File: src/rtl/tournament_pkg.sv
// Shared types and helpers for the tournament chooser front end.
// The queue entry is the snapshot kept for each prediction that is still in flight.
package tournament_pkg;

    localparam int unsigned HIST_W_DEF = 12;

    typedef enum logic [1:0] {
        CNT_HOLD = 2'b00,
        CNT_UP   = 2'b01,
        CNT_DOWN = 2'b10
    } cnt_dir_e;

    typedef struct packed {
        logic [HIST_W_DEF-1:0] idx;
        logic                  lp;
        logic                  gp;
        logic                  fin;
    } entry_t;

    // Up favours the global component, down favours the local one.
    function automatic cnt_dir_e counter_dir(input logic lp, input logic gp, input logic taken);
        cnt_dir_e dir;
        dir = CNT_HOLD;
        if ((gp == taken) && (lp != taken)) begin
            dir = CNT_UP;
        end else if ((lp == taken) && (gp != taken)) begin
            dir = CNT_DOWN;
        end
        return dir;
    endfunction

endpackage

File: src/rtl/tup_fifo.sv
// In-order synchronous FIFO with flush; the head word is always visible on rdata_o.
// A push is taken while full if a pop happens in the same cycle.
module tup_fifo
    import tournament_pkg::*;
#(
    parameter int unsigned WIDTH = 15,
    parameter int unsigned DEPTH = 8
) (
    input  logic             clk_i,
    input  logic             rst_ni,
    input  logic             flush_i,
    input  logic             push_i,
    input  logic             pop_i,
    input  logic [WIDTH-1:0] wdata_i,
    output logic [WIDTH-1:0] rdata_o,
    output logic             full_o,
    output logic             empty_o
);

    localparam int unsigned PTR_W = (DEPTH > 1) ? $clog2(DEPTH) : 1;

    logic [WIDTH-1:0] mem_q [DEPTH];
    logic [PTR_W-1:0] wr_ptr_q, wr_ptr_d;
    logic [PTR_W-1:0] rd_ptr_q, rd_ptr_d;
    logic [PTR_W:0]   count_q, count_d;
    logic             do_push, do_pop;

    assign full_o  = (count_q == (PTR_W+1)'(DEPTH));
    assign empty_o = (count_q == '0);
    assign rdata_o = mem_q[rd_ptr_q];

    always_comb begin
        do_pop   = pop_i && !empty_o && !flush_i;
        do_push  = push_i && (!full_o || do_pop) && !flush_i;
        wr_ptr_d = wr_ptr_q;
        rd_ptr_d = rd_ptr_q;
        count_d  = count_q;
        if (flush_i) begin
            wr_ptr_d = '0;
            rd_ptr_d = '0;
            count_d  = '0;
        end else begin
            if (do_push) begin
                wr_ptr_d = wr_ptr_q + PTR_W'(1);
            end
            if (do_pop) begin
                rd_ptr_d = rd_ptr_q + PTR_W'(1);
            end
            count_d = count_q + (PTR_W+1)'(do_push) - (PTR_W+1)'(do_pop);
        end
    end

    always_ff @(posedge clk_i) begin
        if (!rst_ni) begin
            wr_ptr_q <= '0;
            rd_ptr_q <= '0;
            count_q  <= '0;
        end else begin
            wr_ptr_q <= wr_ptr_d;
            rd_ptr_q <= rd_ptr_d;
            count_q  <= count_d;
        end
    end

    always_ff @(posedge clk_i) begin
        if (do_push) begin
            mem_q[wr_ptr_q] <= wdata_i;
        end
    end

endmodule

File: src/rtl/tournament_update_queue.sv
// Owns the speculative global history, queues issued predictions in order and
// retires them against resolved outcomes as registered chooser training updates.
module tournament_update_queue
    import tournament_pkg::*;
#(
    parameter int unsigned HIST_W = HIST_W_DEF,
    parameter int unsigned DEPTH  = 8
) (
    input  logic              clock,
    input  logic              reset,
    input  logic              predict_valid,
    input  logic              lp_prediction,
    input  logic              gp_prediction,
    input  logic              choice_prediction,
    output logic              predict_ready,
    output logic [HIST_W-1:0] global_history,
    output logic              final_prediction,
    input  logic              resolve_valid,
    input  logic              actually_taken,
    output logic              update_valid,
    output logic [HIST_W-1:0] update_index,
    output logic              count_up,
    output logic              count_down,
    output logic              mispredict,
    output logic              underflow
);

    localparam int unsigned ENTRY_W = HIST_W + 3;

    logic [HIST_W-1:0]  hist_q, hist_d;
    logic               upd_valid_q, upd_valid_d;
    logic [HIST_W-1:0]  upd_idx_q, upd_idx_d;
    logic               cnt_up_q, cnt_up_d;
    logic               cnt_dn_q, cnt_dn_d;
    logic               misp_q, misp_d;
    logic               undf_q, undf_d;

    logic [ENTRY_W-1:0] push_entry, head_entry;
    logic [HIST_W-1:0]  head_idx;
    logic               head_lp, head_gp, head_fin;
    logic               fifo_full, fifo_empty;
    logic               do_pop, do_push, repair;
    cnt_dir_e           dir;

    assign final_prediction = choice_prediction ? gp_prediction : lp_prediction;
    assign predict_ready    = !fifo_full;

    assign push_entry = {hist_q, lp_prediction, gp_prediction, final_prediction};
    assign head_idx   = head_entry[ENTRY_W-1:3];
    assign head_lp    = head_entry[2];
    assign head_gp    = head_entry[1];
    assign head_fin   = head_entry[0];

    // A mispredicting retire flushes everything younger, including a same-cycle issue.
    always_comb begin
        do_pop  = resolve_valid && !fifo_empty;
        repair  = do_pop && (head_fin != actually_taken);
        do_push = predict_valid && (!fifo_full || do_pop) && !repair;
        dir     = counter_dir(head_lp, head_gp, actually_taken);

        hist_d = hist_q;
        if (repair) begin
            hist_d = {head_idx[HIST_W-2:0], actually_taken};
        end else if (do_push) begin
            hist_d = {hist_q[HIST_W-2:0], final_prediction};
        end

        upd_valid_d = do_pop;
        upd_idx_d   = do_pop ? head_idx : '0;
        cnt_up_d    = do_pop && (dir == CNT_UP);
        cnt_dn_d    = do_pop && (dir == CNT_DOWN);
        misp_d      = repair;
        undf_d      = resolve_valid && fifo_empty;
    end

    tup_fifo #(
        .WIDTH (ENTRY_W),
        .DEPTH (DEPTH)
    ) u_fifo (
        .clk_i   (clock),
        .rst_ni  (reset),
        .flush_i (repair),
        .push_i  (do_push),
        .pop_i   (do_pop),
        .wdata_i (push_entry),
        .rdata_o (head_entry),
        .full_o  (fifo_full),
        .empty_o (fifo_empty)
    );

    always_ff @(posedge clock) begin
        if (!reset) begin
            hist_q      <= '0;
            upd_valid_q <= 1'b0;
            upd_idx_q   <= '0;
            cnt_up_q    <= 1'b0;
            cnt_dn_q    <= 1'b0;
            misp_q      <= 1'b0;
            undf_q      <= 1'b0;
        end else begin
            hist_q      <= hist_d;
            upd_valid_q <= upd_valid_d;
            upd_idx_q   <= upd_idx_d;
            cnt_up_q    <= cnt_up_d;
            cnt_dn_q    <= cnt_dn_d;
            misp_q      <= misp_d;
            undf_q      <= undf_d;
        end
    end

    assign global_history = hist_q;
    assign update_valid   = upd_valid_q;
    assign update_index   = upd_idx_q;
    assign count_up       = cnt_up_q;
    assign count_down     = cnt_dn_q;
    assign mispredict     = misp_q;
    assign underflow      = undf_q;

endmodule

File: config.mk
export PLATFORM = sky130hd
export DESIGN_NAME = tournament_update_queue
export DESIGN_NICKNAME = d
export VERILOG_FILES = /design/src/rtl/tournament_pkg.sv /design/src/rtl/tup_fifo.sv /design/src/rtl/tournament_update_queue.sv
export SDC_FILE = /design/constraint.sdc
export NUM_CORES = 1
export LEC_CHECK = 0
export ABC_AREA = 0
export CELL_PAD_IN_SITES_DETAIL_PLACEMENT = 1
export CELL_PAD_IN_SITES_GLOBAL_PLACEMENT = 1
export CORE_ASPECT_RATIO = 1.75
export CORE_MARGIN = 10
export CORE_UTILIZATION = 35
export DETAILED_ROUTE_END_ITERATION = 10
export PLACE_DENSITY = 0.59
export SLEW_MARGIN = 20
export SYNTH_ARGS = -nofsm -noshare
export SYNTH_HDL_FRONTEND = slang
export SYNTH_SLANG_ARGS = --single-unit
export TNS_END_PERCENT = 50
File: constraint.sdc
create_clock -name clock -period 3.8 [get_ports clock]
set_input_delay 0.38 -clock clock [delete_from_list [all_inputs] [get_ports clock]]
set_output_delay 0.38 -clock clock [all_outputs]
set_load 0.02 [all_outputs]
### Word-level counts from Yosys, hierarchy flattened

Memory sizes are Yosys's and may differ from the RTL's. A register that Yosys moved wholly into a read port is not among the register bits.
Cells that the tools add are included.

| word-level totals | value |
|---|---|
| bits in registers | 39 |
| RAM bits | 120 |
| input port bits | 8 |
| word-level logic and storage cells | 55 |
| memories kept | 1 |

| cells by class | value |
|---|---|
| $add $sub $neg | 4 |
| equality and inequality tests | 8 |
| muxes and demuxes | 9 |
| bitwise operators | 1 |
| reductions and logical operators | 22 |

Memories:

| memory | depth | bits a word | rd ports | clocked after Yosys merged registers in | wr ports | RTL line | RTL |
|---|---|---|---|---|---|---|---|
| u_fifo.mem_q | 8 | 15 | 1 | 1 | 1 | tup_fifo.sv:22 | `logic [WIDTH-1:0] mem_q [DEPTH];` |

Operator list:

| operator | number |
|---|---|
| two-way mux 12 bit | 2 |
| logical AND 1 bit | 13 |
| adder 3 x 1 -> 3 bit (second input constant) | 2 |
| two-way mux 3 bit | 2 |
| adder 4 x 1 -> 4 bit | 1 |
| == test 4 bit (second input constant) | 1 |
| zero test 4 bit | 1 |
| two-way mux 2 bit | 2 |
| subtractor 4 x 1 -> 4 bit | 1 |
| zero test 1 bit | 3 |
| two-way mux 1 bit | 3 |
| inequality test 1 bit | 3 |
| == test 1 bit | 2 |
| == test 2 x 1 -> 1 bit (second input constant) | 1 |
| == test 2 bit (second input constant) | 1 |
| logical OR 1 bit | 2 |
| AND reduction 2 bit | 1 |
| nonzero test 2 bit | 1 |
| OR reduction 2 bit | 1 |
| NOT 1 bit | 1 |

### Longest topological paths before layout

| logic depth | value |
|---|---|
| depth after elaboration | 11 |
| mapped depth | 15 |
| depth with buffers taken out | 13 |

### Hierarchy

From an unflattened synthesis, not the netlist that was laid out.

| second synthesis, totals | value |
|---|---|
| cell total of the unflattened synthesis | 369 |
| area total of the unflattened synthesis | 6,443.7 um2 |

Modules (own cells, without submodules):

| module | instances | cells an instance | area each (um2) |
|---|---|---|---|
| tup_fifo | 1 | 258 | 5,358.9 |
| tournament_update_queue | 1 | 111 | 1,084.8 |

### Least setup slack after synthesis

No wires, ideal clock.

| timing | value |
|---|---|
| path kind | reg-to-reg |
| from | register u_fifo.count_q[2] |
| to | memory u_fifo.mem_q[2][0] (enable) |
| arrival | 3.102 ns |
| data required time | 3.374 ns |
| setup slack | 0.272 ns |
| stages on the path, launching flop included | 9 |
| path buffers | 2 |
| cell sequence | dfxtp_1 -> inv_1 -> ha_1 -> or3b_2 -> clkbuf_1 -> nand3_1 -> mux2i_1 -> buf_4 -> nor4_1 |

| between the ends | value |
|---|---|
| cells in the longest elaborated chain, start to end | 11 |
| elaborated cells between the ends (all ways) | 17 |
| those cells by class | eq/ne: 1; mux: 2; reduce/logical: 14 |

Ends and longest elaborated chain:

| item | RTL line | RTL |
|---|---|---|
| from (decl) | tup_fifo.sv:25 | `logic [PTR_W:0] count_q, count_d;` |
| from (signal assigned) | tup_fifo.sv:61 | `count_q <= count_d;` |
| zero test 4 bit | tup_fifo.sv:29 | `assign empty_o = (count_q == '0);` |
| zero test 1 bit | tup_fifo.sv:33, tournament_update_queue.sv:56 |  |
| logical AND 1 bit | tournament_update_queue.sv:56 | `do_pop = resolve_valid && !fifo_empty;` |
| logical AND 1 bit | tournament_update_queue.sv:57 | `repair = do_pop && (head_fin != actually_taken);` |
| zero test 1 bit | tup_fifo.sv:33, tup_fifo.sv:34, tournament_update_queue.sv:58 |  |
| logical AND 1 bit | tup_fifo.sv:33 | `do_pop = pop_i && !empty_o && !flush_i;` |
| logical OR 1 bit | tup_fifo.sv:34 | `do_push = push_i && (!full_o \|\| do_pop) && !flush_i;` |
| logical AND 1 bit | tup_fifo.sv:34 |  |
| logical AND 1 bit * | tup_fifo.sv:34 |  |
| two-way mux 1 bit * | tup_fifo.sv:66 | `if (do_push) begin` |
| two-way mux 1 bit (not written as such) * | tup_fifo.sv:67 | `mem_q[wr_ptr_q] <= wdata_i;` |
| to (decl) | tup_fifo.sv:22 |  |

Every way passes the cells marked *; elsewhere a longest branch is shown, timed or not.

==> results_dict.tcl <==
set metrics [dict create \
    syn_inst 377 \
    yosysMostFrequentCell "edfxtp_1" \
    timing.fmax_mhz 339 \
    crit_fanout 32 \
    finalSetupViolCount 0 \
    finalNetCount 446 \
    cp_data_arrival_time_ns 3.29 \
    dieArea_mm2 0.0243 \
    boundaryPins 39 \
    cts_buffer_depth 2 \
    start_util_pct 35.6 \
    hold_viol 0 \
    path_delay_family "multiplexers" \
    cp_slowest_cell "mux4_2" \
    finalCriticalPeriod_ns 2.95 \
    setup.worst_path.end_class "register" \
    firstDrtPassIters 4 \
    synth_ff_type "edfxtp_1" \
    r2r_cells 9 \
    dieHeight_um 199 \
    die_w_um 122 \
    place_area_mm2 0.00717 \
    final_util_pct 43.3 \
    tritoncts "built" \
    htreeDepth 4 \
    synth_top_area_cell "edfxtp_1" \
    start_kind "register" \
    ys_seq_area_share_pct 69.5 \
    cp_common_cell "mux2i_4" \
    synth.area.top_cells "edfxtp_1, dfxtp_1, mux4_2, mux2i_1, o211ai_1" \
    dp_hpwl_um 9140 \
    synth_area_mm2 0.00639 \
    syn_area_per_cell_um2 17.0 \
    clkTransAtPathRegs_ns 0.07 \
    final-seq-area_mm2 0.00445 \
    maxCapViolCount 0 \
    grt_usage_pct 13.0 \
    drive_gt1_share_pct 21.0 \
    worstPathRequired_ns 4.15 \
    post_drt_wl_per_cell_um 22.1 \
    grt_max_degree 33 \
    clock-root-buffer "clkbuf_16" \
    cp.depth 9 \
    ir_drop_mv 0.323 \
    async_flop_share_pct 0 \
    critPathKind "register to register" \
    routed-via-count 3478 \
    maxSlewViolCount 0 \
    yosys_warnings 0 \
    portBuffers 38 \
    tightest_slew_ns 0.738 \
    path_cells "mux4_2, mux2i_4, mux2i_4, buf_4, nor2_1, ha_1, inv_1, fa_1, nor3_1" \
    leakage_nw 2.56 \
    grt_pass1_wl_um 23300 \
    nFillCells 1747 \
    synth_edf_count 120 \
    core_area_mm2 0.0180 \
    cpPeakStageDelay_ns 0.54 \
    antennaDiodeCount 0 \
    post_cts_resized 0 \
    ys_types 37 \
    power.density_mw_per_mm2 705 \
    area_growth_pct 21.8 \
    synth_top_area_share_pct 56.4 \
    post_drt_via_cell_ratio 5.14 \
    stdcell_area_mm2 0.00778 \
    skew_ns 0.0116 \
    cp.buffers_inverters 2 \
    status "completed" \
    grt_pass1_vias 3949 \
    multi_input_area_mm2 0.00183 \
    cts_hold_buf 0 \
    hp-class "register to register" \
    drt_wl_total_um 14900 \
    cts_buffers 17 \
    ant_nets 0 \
    post_cts_buffers 0 \
    min_delay_path_depth 2 \
    antenna_found_initial 0 \
    cts.sinks 162 \
    routabilityCongestion 0.710 \
    tns_ns 0 \
    rsz0062_at_grt "false" \
    drc 0 \
    ys_ff_latch 162 \
    clkLatencyLatePin_ns 0.42 \
    grt_overflow_total 0 \
    synth_common_cells "edfxtp_1, dfxtp_1, mux4_2" \
    syn-num-nets 394 \
    period_share_pct 77.5 \
    hold_start "u_fifo.rd_ptr_q[1]" \
    maxSlewHeadroom_pct 50.8 \
    rows 65 \
    drt_iter0_drc 169 \
]
logic make-up after synthesis:
family | Yosys count | share of synthesized area, %
fa+ha+maj | 9 | 1.88
flops | 162 | 69.5
compound gates | 31 | 3.56
xor+xnor | 8 | 1.10
simple gates | 63 | 5.56
buf+inv | 44 | 2.84
mux | 60 | 15.5
per-layer routing:
layer  share of wire, %  vias to the layer above  routed length (um)  global-route usage (%)
li1                   -                     1557                   -                       -
met1                 39                     1834                5890                    14.0
met2                 56                       75                8310                    23.8
met3                3.6                       12                 542                    2.98
met4                1.3                        0                 199                    4.69
met5                  0                        -                   0                       0
layout make-up:
class                      instances  area share [%]
tap                              234            3.76
sequential                       162            57.1
clock buffer                      28            7.62
clock inverter                     4           0.338
timing repair buffer              56            6.62
multi-input combinational        171            23.5
inverter                          21            1.01
tightest hold or removal path, cell delays in order, from the launching register on:
cell and delay [ns]:
dfxtp_1 0.32, mux2i_1 0.13, nor3_1 0.08
cells in the final DEF (no fill, tap or decap), types with 2 or more instances in the layout:
cell	instances
mux2i_4	2
clkbuf_1	4
nand2_1	8
or3b_2	2
xor2_1	5
clkbuf_16	22
mux2i_1	24
nor2_1	12
o211ai_1	25
nor3_1	11
inv_1	21
ha_1	8
clkbuf_8	2
buf_4	18
inv_4	2
mux2_2	4
xnor2_1	3
dfxtp_1	41
nor4b_2	3
nand2b_1	10
nor2b_1	5
edfxtp_1	120
clkdlybuf4s50_1	38
nand3_1	3
nor4_2	2
mux4_2	30
power breakdown:
group | total (mW) | leakage (nW) | switching (mW) | internal, mW
clock network | 1.74 | 0.307 | 0.672 | 1.07
registers | 2.39 | 1.45 | 0.190 | 2.20
logic | 1.35 | 0.798 | 0.712 | 0.639
total | 5.49 | 2.56 | 1.57 | 3.91
sequential cells by signal (all words and copies together) (netlist names), named ones only:
signal / count
u_fifo.count_q: 4
global_history: 12
u_fifo.wr_ptr_q: 3
u_fifo.rd_ptr_q: 3
count_down: 1
mispredict: 1
underflow: 1
update_valid: 1
update_index: 12
u_fifo.mem_q: 120
count_up: 1
metrics by stage:
stage | setup WS [ns] | power [mW] | hold WS (ns) | std cells
finish | 0.854 | 5.49 | 0.581 | 676
global route | 0.661 | 5.76 | 0.613 | 676
CTS | 0.820 | 5.57 | 0.578 | 676
detailed placement | 0.820 | 3.82 | 0.561 | 644
global placement | 0.905 | 3.78 | 0.539 | 644
floorplan | 0.272 | 3.29 | 0.479 | 377
path summary, 6_finish.rpt:
check / end / slack (ns)
min: register / 0.58
min reg2reg: register / 0.58
max reg2reg: u_fifo.count_q[1] / 0.85
max: u_fifo.count_q[1] / 0.85
(Power assumes the default switching activity.)
